==> src/rtl/const_div_pkg.sv <==
// Shared types and defaults for the sequential divide-by-constant block.
package const_div_pkg;

    typedef enum logic [1:0] {
        ST_IDLE = 2'd0,
        ST_RUN  = 2'd1,
        ST_DONE = 2'd2
    } state_e;

    localparam int DEF_WIDTH   = 32;
    localparam int DEF_DIVISOR = 11;
    localparam int DEF_CHUNK   = 2;

    // Bits needed to hold any remainder 0..d-1.
    function automatic int calc_rw(input int d);
        return (d > 1) ? $clog2(d) : 1;
    endfunction

endpackage

==> src/rtl/const_div_step.sv <==
// One digit-serial divide step: {rem_in, chunk_in} split into quotient digit and new remainder.
module const_div_step #(
    parameter int DIVISOR = 11,
    parameter int CHUNK   = 2,
    parameter int RW      = 4
) (
    input  logic [RW-1:0]    rem_in,
    input  logic [CHUNK-1:0] chunk_in,
    output logic [CHUNK-1:0] q_digit,
    output logic [RW-1:0]    rem_out
);

    localparam int TW = RW + CHUNK;
    localparam int NE = 1 << TW;

    typedef logic [NE-1:0][CHUNK+RW-1:0] tbl_t;

    // Entries with rem_in >= DIVISOR are unreachable; their digit is simply truncated.
    function automatic tbl_t build_tbl();
        tbl_t tb;
        for (int i = 0; i < NE; i++) begin
            tb[i] = {CHUNK'(i / DIVISOR), RW'(i % DIVISOR)};
        end
        return tb;
    endfunction

    localparam tbl_t TBL = build_tbl();

    assign {q_digit, rem_out} = TBL[{rem_in, chunk_in}];

endmodule

==> src/rtl/const_div_seq.sv <==
// Sequenced divide-by-constant: retires CHUNK dividend bits per cycle, MSB first.
module const_div_seq
    import const_div_pkg::*;
#(
    parameter int  WIDTH   = DEF_WIDTH,
    parameter int  DIVISOR = DEF_DIVISOR,
    parameter int  CHUNK   = DEF_CHUNK,
    localparam int RW      = calc_rw(DIVISOR)
) (
    input  logic             clk,
    input  logic             rst,
    input  logic             flush,
    input  logic             in_valid,
    output logic             in_ready,
    input  logic [WIDTH-1:0] in_data,
    output logic             out_valid,
    input  logic             out_ready,
    output logic [WIDTH-1:0] out_quot,
    output logic [RW-1:0]    out_rem,
    output logic             busy
);

    localparam int STEPS = WIDTH / CHUNK;
    localparam int CW    = (STEPS > 1) ? $clog2(STEPS) : 1;

    state_e           state_q, state_d;
    logic [WIDTH-1:0] shift_q, shift_d;
    logic [WIDTH-1:0] quot_q,  quot_d;
    logic [RW-1:0]    rem_q,   rem_d;
    logic [CW-1:0]    cnt_q,   cnt_d;

    logic [CHUNK-1:0] dig;
    logic [RW-1:0]    step_rem;

    const_div_step #(
        .DIVISOR (DIVISOR),
        .CHUNK   (CHUNK),
        .RW      (RW)
    ) u_step (
        .rem_in   (rem_q),
        .chunk_in (shift_q[WIDTH-1 -: CHUNK]),
        .q_digit  (dig),
        .rem_out  (step_rem)
    );

    always_comb begin
        state_d = state_q;
        shift_d = shift_q;
        quot_d  = quot_q;
        rem_d   = rem_q;
        cnt_d   = cnt_q;
        unique case (state_q)
            ST_IDLE: begin
                if (in_valid) begin
                    shift_d = in_data;
                    quot_d  = '0;
                    rem_d   = '0;
                    cnt_d   = CW'(STEPS - 1);
                    state_d = ST_RUN;
                end
            end
            ST_RUN: begin
                rem_d   = step_rem;
                quot_d  = (quot_q << CHUNK) | WIDTH'(dig);
                shift_d = shift_q << CHUNK;
                if (cnt_q == '0) state_d = ST_DONE;
                else             cnt_d   = cnt_q - 1'b1;
            end
            ST_DONE: begin
                if (out_ready) state_d = ST_IDLE;
            end
            default: state_d = ST_IDLE;
        endcase
        // Abort wins over everything; visible results keep their last value.
        if (flush) begin
            state_d = ST_IDLE;
            shift_d = shift_q;
            quot_d  = quot_q;
            rem_d   = rem_q;
            cnt_d   = cnt_q;
        end
    end

    always_ff @(posedge clk or posedge rst) begin
        if (rst) begin
            state_q <= ST_IDLE;
            shift_q <= '0;
            quot_q  <= '0;
            rem_q   <= '0;
            cnt_q   <= '0;
        end else begin
            state_q <= state_d;
            shift_q <= shift_d;
            quot_q  <= quot_d;
            rem_q   <= rem_d;
            cnt_q   <= cnt_d;
        end
    end

    assign in_ready  = (state_q == ST_IDLE);
    assign out_valid = (state_q == ST_DONE);
    assign busy      = (state_q != ST_IDLE);
    assign out_quot  = quot_q;
    assign out_rem   = rem_q;

endmodule

==> config.mk <==
export PLATFORM = sky130hd
export DESIGN_NAME = const_div_seq
export DESIGN_NICKNAME = d
export VERILOG_FILES = /design/src/rtl/const_div_pkg.sv /design/src/rtl/const_div_step.sv /design/src/rtl/const_div_seq.sv
export SDC_FILE = /design/constraint.sdc
export NUM_CORES = 1
export LEC_CHECK = 0
export CORE_MARGIN = 10
export CORE_UTILIZATION = 40
export DETAILED_ROUTE_END_ITERATION = 7
export HOLD_SLACK_MARGIN = 0.03
export SYNTH_ARGS = -nofsm -noshare
export SYNTH_HDL_FRONTEND = slang
export SYNTH_SLANG_ARGS = --single-unit
==> constraint.sdc <==
create_clock -name clk -period 6.2 [get_ports clk]
set_input_delay 0.93 -clock clk [delete_from_list [all_inputs] [get_ports clk]]
set_output_delay 0.93 -clock clk [all_outputs]
set_load 0.01 [all_outputs]
After elaboration in Yosys (flattened, before gate mapping). Memory sizes are Yosys's and may differ from the RTL's. Cells that the tools add are included.

$add $sub $neg: 1. Order comparisons: 1. Equality and inequality tests: 7. Muxes and demuxes: 15. Bitwise gates (word level): 2. Reduce and logical (&&, ||, !) cells: 7.

Operators by type and width (count): $pmux 32 s2 (2); $mux 32 (2); $or 32x2->32 (1); $pmux 4 s2 (2); $mux 4 (3); $mux 2 (4); $lt 6x7->1 const B (1); $mux 6 (1); $ne 3x3->1 const B (2); $pmux 2 s3 (1); $reduce_and 3->1 (2); $logic_not 4->1 (1); $ne 2x2->1 const B (2); $reduce_and 4->1 (1); $reduce_bool 2->1 (2); $sub 4x1->4 const B (1); $ne 3x2->1 const B (1); $eq 2x1->1 const B (1); $eq 2x2->1 const B (1); $logic_not 2->1 (1); $not 1->1 (1).

Flip-flop bits (word level): 74. Memory bits (read-only): 384. Output and inout bits: 39. Memories kept: 1.

Memories: (name not given) (depth 64, bits a word 6, rd ports 1, clocked after Yosys merged registers in 0, write ports 0, line const_div_step.sv:29) `assign {q_digit, rem_out} = TBL[{rem_in, chunk_in}];`.

Depth between registers and ports, before layout.
Depth in word-level cells: 4. Mapped depth: 8. Mapped depth without buffers: 7.

Modules after synthesis. Synthesis repeated with hierarchy kept, for this count alone.

Cells, all modules: 395. Area, all modules: 3911.3 sq um.

Modules (own cells, without submodules): const_div_seq (times used 1, cells each 322, area each 3389.5 sq um, seq. area each 1851.8 sq um); const_div_step (times used 1, cells each 73, area each 521.8 sq um, seq. area each 0.0 sq um).

Worst setup path after synthesis. OpenSTA, ideal clock, no wires.

Path type: reg-to-reg. Start point: register shift_q[30]. End point: register rem_q[0], in the netlist out_rem[0]. Setup time: 90 ps. Arrival time: 2056 ps. Required time: 6110 ps. Path slack: 4054 ps. Cell stages (with the launch flop): 9. Buffers on the path: 1. Path through: dfrtp_1 clkbuf_1 inv_1 ha_1 inv_1 a21oi_1 a22o_1 or4_1 o221ai_1.

Word-level cells in the longest chain between the ends: 3.

RTL lines: start, declared (line const_div_seq.sv:27) `logic [WIDTH-1:0] shift_q, shift_d;`; start signal, assigned (line const_div_seq.sv:93) `shift_q <= shift_d;`; $mem_v2 64x6; $mux 6 (implied by the code) (line const_div_step.sv:29); $pmux 4 s2 (line const_div_seq.sv:52) `unique case (state_q)`; end signal, assigned (line const_div_seq.sv:95) `rem_q <= rem_d;`; end, declared (line const_div_seq.sv:29) `logic [RW-1:0] rem_q, rem_d;`.

Every way passes these cells. The select of a mux whose other input is x is not followed. A chain may end at the register's enable or synchronous reset.

Final worst setup path.
Start point: register rem_q[2], in the netlist out_rem[2]. End point: output out_rem[2].

RTL lines: end, declared (line const_div_seq.sv:19) `output logic [RW-1:0] out_rem,`.

No word-level cell between the ends.

==> flow_results.org <==
** Outcome
- Run status :: complete, no violations

** Synthesis
- Post-synth net total :: 488
- Seq cells post-synth :: 74
- Among all flip-flop cells after synthesis, the most frequent one is sky130_fd_sc_hd__dfrtp_1.
- Count of flip-flops with a built-in enable after synthesis :: 0
- In the synthesized netlist the async set-or-reset flop fraction comes to 100%.
- Post-synthesis cell area :: 3670 um^2
- Fraction of the yosys area taken by sequential cells :: 50.5%
- YS warnings :: 0
- Synthesis produced a netlist whose cell count is 442.
- A synthesized cell averages 8.30 um^2.
- Synthesis instantiated 41 different standard cells from the library.

** STA
- Max-slew violation total from the final report :: 0
- In the final timing run, aggregate negative setup slack is 0 ns.
- Setup repair after global routing left no endpoint under its margin.
- Highest clock rate :: 371 MHz
- For the pin with the worst max-slew slack, the measured transition is 0.931 ns.
- The final-report hold violation count was 0.
- Post-route fraction of the period consumed by the critical path :: 43.4%
- Final clock skew :: 0.0123 ns
- Setup slack on the critical path of the routed design comes to 3.51 ns.
- Shortest period the worst path allows :: 2.69 ns
- Measured against its own limit, the worst slew margin works out to 38.0%.
- Setup violations remaining at the end of the flow were counted as 0.

** Critical path
- Crit Reg-Reg Startpoint :: state_q[1]
- For this run, the slowest stage of the critical path takes 0.77 ns.
- Category of cells accounting for the largest share of critical-path delay :: flip-flops
- For the worst flop-to-flop path, the logic depth is 5.
- STA classifies the critical path endpoint as an output port.
- Along the worst path, the maximum fanout reaches 21.
- Critical Path Source Type :: flip-flop
- For flop-to-flop paths, the worst setup slack is 3.85 ns.
- Data on the critical path is required at its endpoint by 5.27 ns.
- Slowest stage cell, crit path :: sky130_fd_sc_hd__dfrtp_1
- Data arrives at the worst endpoint at 1.76 ns.
- The endpoint identified for the worst register-to-register timing path is out_rem[0].
- Worst path cell trace :: clkdlybuf4s50_1
- Type of the worst setup path :: reg -> out
- Counting both buffers and inverters, the worst setup path holds a total of 1.

** GRT
- Number of global-route vias before repair :: 3023
- Entering global routing, the biggest net connects 95 pins.
- Global-route wire length before repair :: 14.9 mm
- For this run the aggregate overflow at the end of global routing stands at 0.
- GRT Util Overall :: 13.4%
- Antenna violations before repair :: 0

** CTS
- In this run the post-CTS setup repair buffer count came out at 0.
- Sink count of the clock tree :: 74
- The clock passes through at most 2 buffers.
- The later pin in the worst-skew pair is clocked with a latency of 0.33 ns.
- The tree is rooted in a sky130_fd_sc_hd__clkbuf_8.
- The H-tree generated during clock tree synthesis spans 3 levels.
- Clock-pin slew was measured on the worst setup and hold paths at 0.07 ns.
- Num CTS Buffers :: 9
- Clock tree from TritonCTS :: built
- Hold repair after CTS inserted 0 buffers.
- Count of instances resized after the clock tree is built :: 0

** Floorplan
- Number of cell rows :: 34
- For this configuration, the core starts out at a cell density of 41.7%.
- During I/O placement, the number of pins put on the boundary was 76.
- After floorplanning, the core was sized to cover 8810 um^2.
- Floorplan die area :: 13400 um^2
- Horizontal die dimension :: 116 um
- The die is 116 um tall.

** Final layout
- Most frequent cells in the layout :: sky130_fd_sc_hd__nand2_1 (134), sky130_fd_sc_hd__clkdlybuf4s50_1 (75), sky130_fd_sc_hd__dfrtp_1 (74), sky130_fd_sc_hd__nor2_1 (49), sky130_fd_sc_hd__a31oi_1 (34)
- Summing all non-filler instances in the final layout gives an area of 4650 um^2.
- Post-synthesis to final-layout area growth :: 26.8%
- # diodes :: 0
- The library cell used most frequently in the layout, excluding fill and tap cells, is sky130_fd_sc_hd__nand2_1.
- Share of layout cells above drive strength 1 :: 5.14%
- The final layout contains 547 nets.

** Pwr
- Share of total power in sequential cells :: 47.0%
- Largest vdd supply drop :: 0.000136 V
- Net switching power :: 0.000516 W
- Cell internal power was estimated by the tool at 0.000905 W.
- Switching Fraction :: 36.3%
- Power per cell area :: 306 nW/um^2
- Combinational logic is responsible for 30.2% of the overall power.
- The clock network is responsible for 22.8% of the overall power.
- Total design power :: 0.00142 W
- For this design the static power due to leakage is 2.12 nW.

** Placement
- Placed instance area :: 4480 um^2
- Buffers on Ports :: 75
- Total half-perimeter wirelength after legalization and detailed placement :: 6.13 mm
- At the placement stage, the worst setup path has a slack of 3.27 ns.
- Routability Congestion :: 0.794

** Min path
- Worst hold path startpoint :: out_quot[31]
- Hold Path End :: out_quot[31]
- Worst hold path type :: reg -> reg
- The worst hold path passes through 2 cells.

** Route
- After detailed routing, the average wire length per cell comes to 14.7 um.
- The first detailed-routing pass ran for 4 iterations.
- For this run, design rule violations remaining after detail routing come to 0.
- Detailed Route Iter0 Violations :: 158
- Residual antenna-violating net count after detailed routing :: 0
- Vias after detailed routing :: 3217
- The final layout contains routed wiring with a total length of 9.03 mm.
- In the routed layout, each cell is associated on average with a via count of 5.24.

** Job
- Max-capacitance violation count :: 0
## layout make-up
class	instances	area [um^2]
clock inverters	6	41.3
fillers	850	4160
clock buffers	10	128
well taps	108	135
inverters	11	41.3
flip-flops and latches	74	1850
repair buffers	80	788
multi-input cells	325	1670
## cells in the mapped netlist (all sizes together) (3+ instances only)
cell type,instances,share of area (%)
nand2,134,14
dfrtp,74,50
nor2,49,5.0
a31oi,34,5.8
nand3,30,4.1
clkbuf,21,2.1
o21ai,12,1.6
buf,11,1.3
inv,10,1.0
ha,9,3.1
a21oi,8,1.1
nor2b,6,1.0
a22o,5,1.2
mux2i,4,1.1
o31ai,3,0.61
## cell families (layout without fill, tap and decap cells)
logic type	count (synthesis)	after routing	share of synthesized area (%)
simple gates	231	231	26.2
compound gates	81	81	14.6
flops	74	74	50.5
buf+inv	43	107	4.57
fa+ha+maj	9	9	3.07
mux	4	4	1.09
## sequential cells by signal, indices dropped and copies added (netlist names)
name,count
cnt_q,4
out_quot,32
out_rem,4
shift_q,32
state_q,2
## worst max-delay path by stage
stage / slack [ns] / start / end / cells past startpoint
after floorplan: 3.39 / rst / cnt_q[0] / 1
after global placement: 3.30 / flush / cnt_q[2] / 6
after detailed placement: 3.27 / flush / cnt_q[2] / 6
after CTS: 3.50 / out_rem[2] / out_rem[2] / 1
after global routing: 3.43 / flush / cnt_q[2] / 6
final: 3.51 / out_rem[2] / out_rem[2] / 1
## metal layers
layer,up-vias,track usage (%),routed length [um]
li1,1619,-,-
met1,1507,18.0,4300
met2,84,19.5,3860
met3,7,5.17,819
met4,0,3.84,56
met5,-,0,0
## power by group through the flow
| stage | logic (W) | clock network (W) | registers (W) |
|---|---|---|---|
| 6_report | 0.000429 | 0.000325 | 0.000668 |
| 5_1_grt | 0.000487 | 0.000356 | 0.000683 |
| 3_5_place_dp | 0.000432 | 0 | 0.000676 |
| 4_1_cts | 0.000433 | 0.000337 | 0.000667 |
| 2_1_floorplan | 0.000333 | 0 | 0.000625 |
| 3_3_place_gp | 0.000424 | 0 | 0.000674 |
## stage by stage
step | utilization (%) | hold WS (ns) | cells
2_1_floorplan | - | 0.472 | 442
3_3_place_gp | 50.9 | 0.449 | 598
3_5_place_dp | 50.9 | 0.459 | 598
4_1_cts | 52.8 | 0.476 | 614
5_1_grt | 52.8 | 0.498 | 614
6_report | 52.8 | 0.471 | 614
No activity file was read; power rests on OpenSTA's default activity.
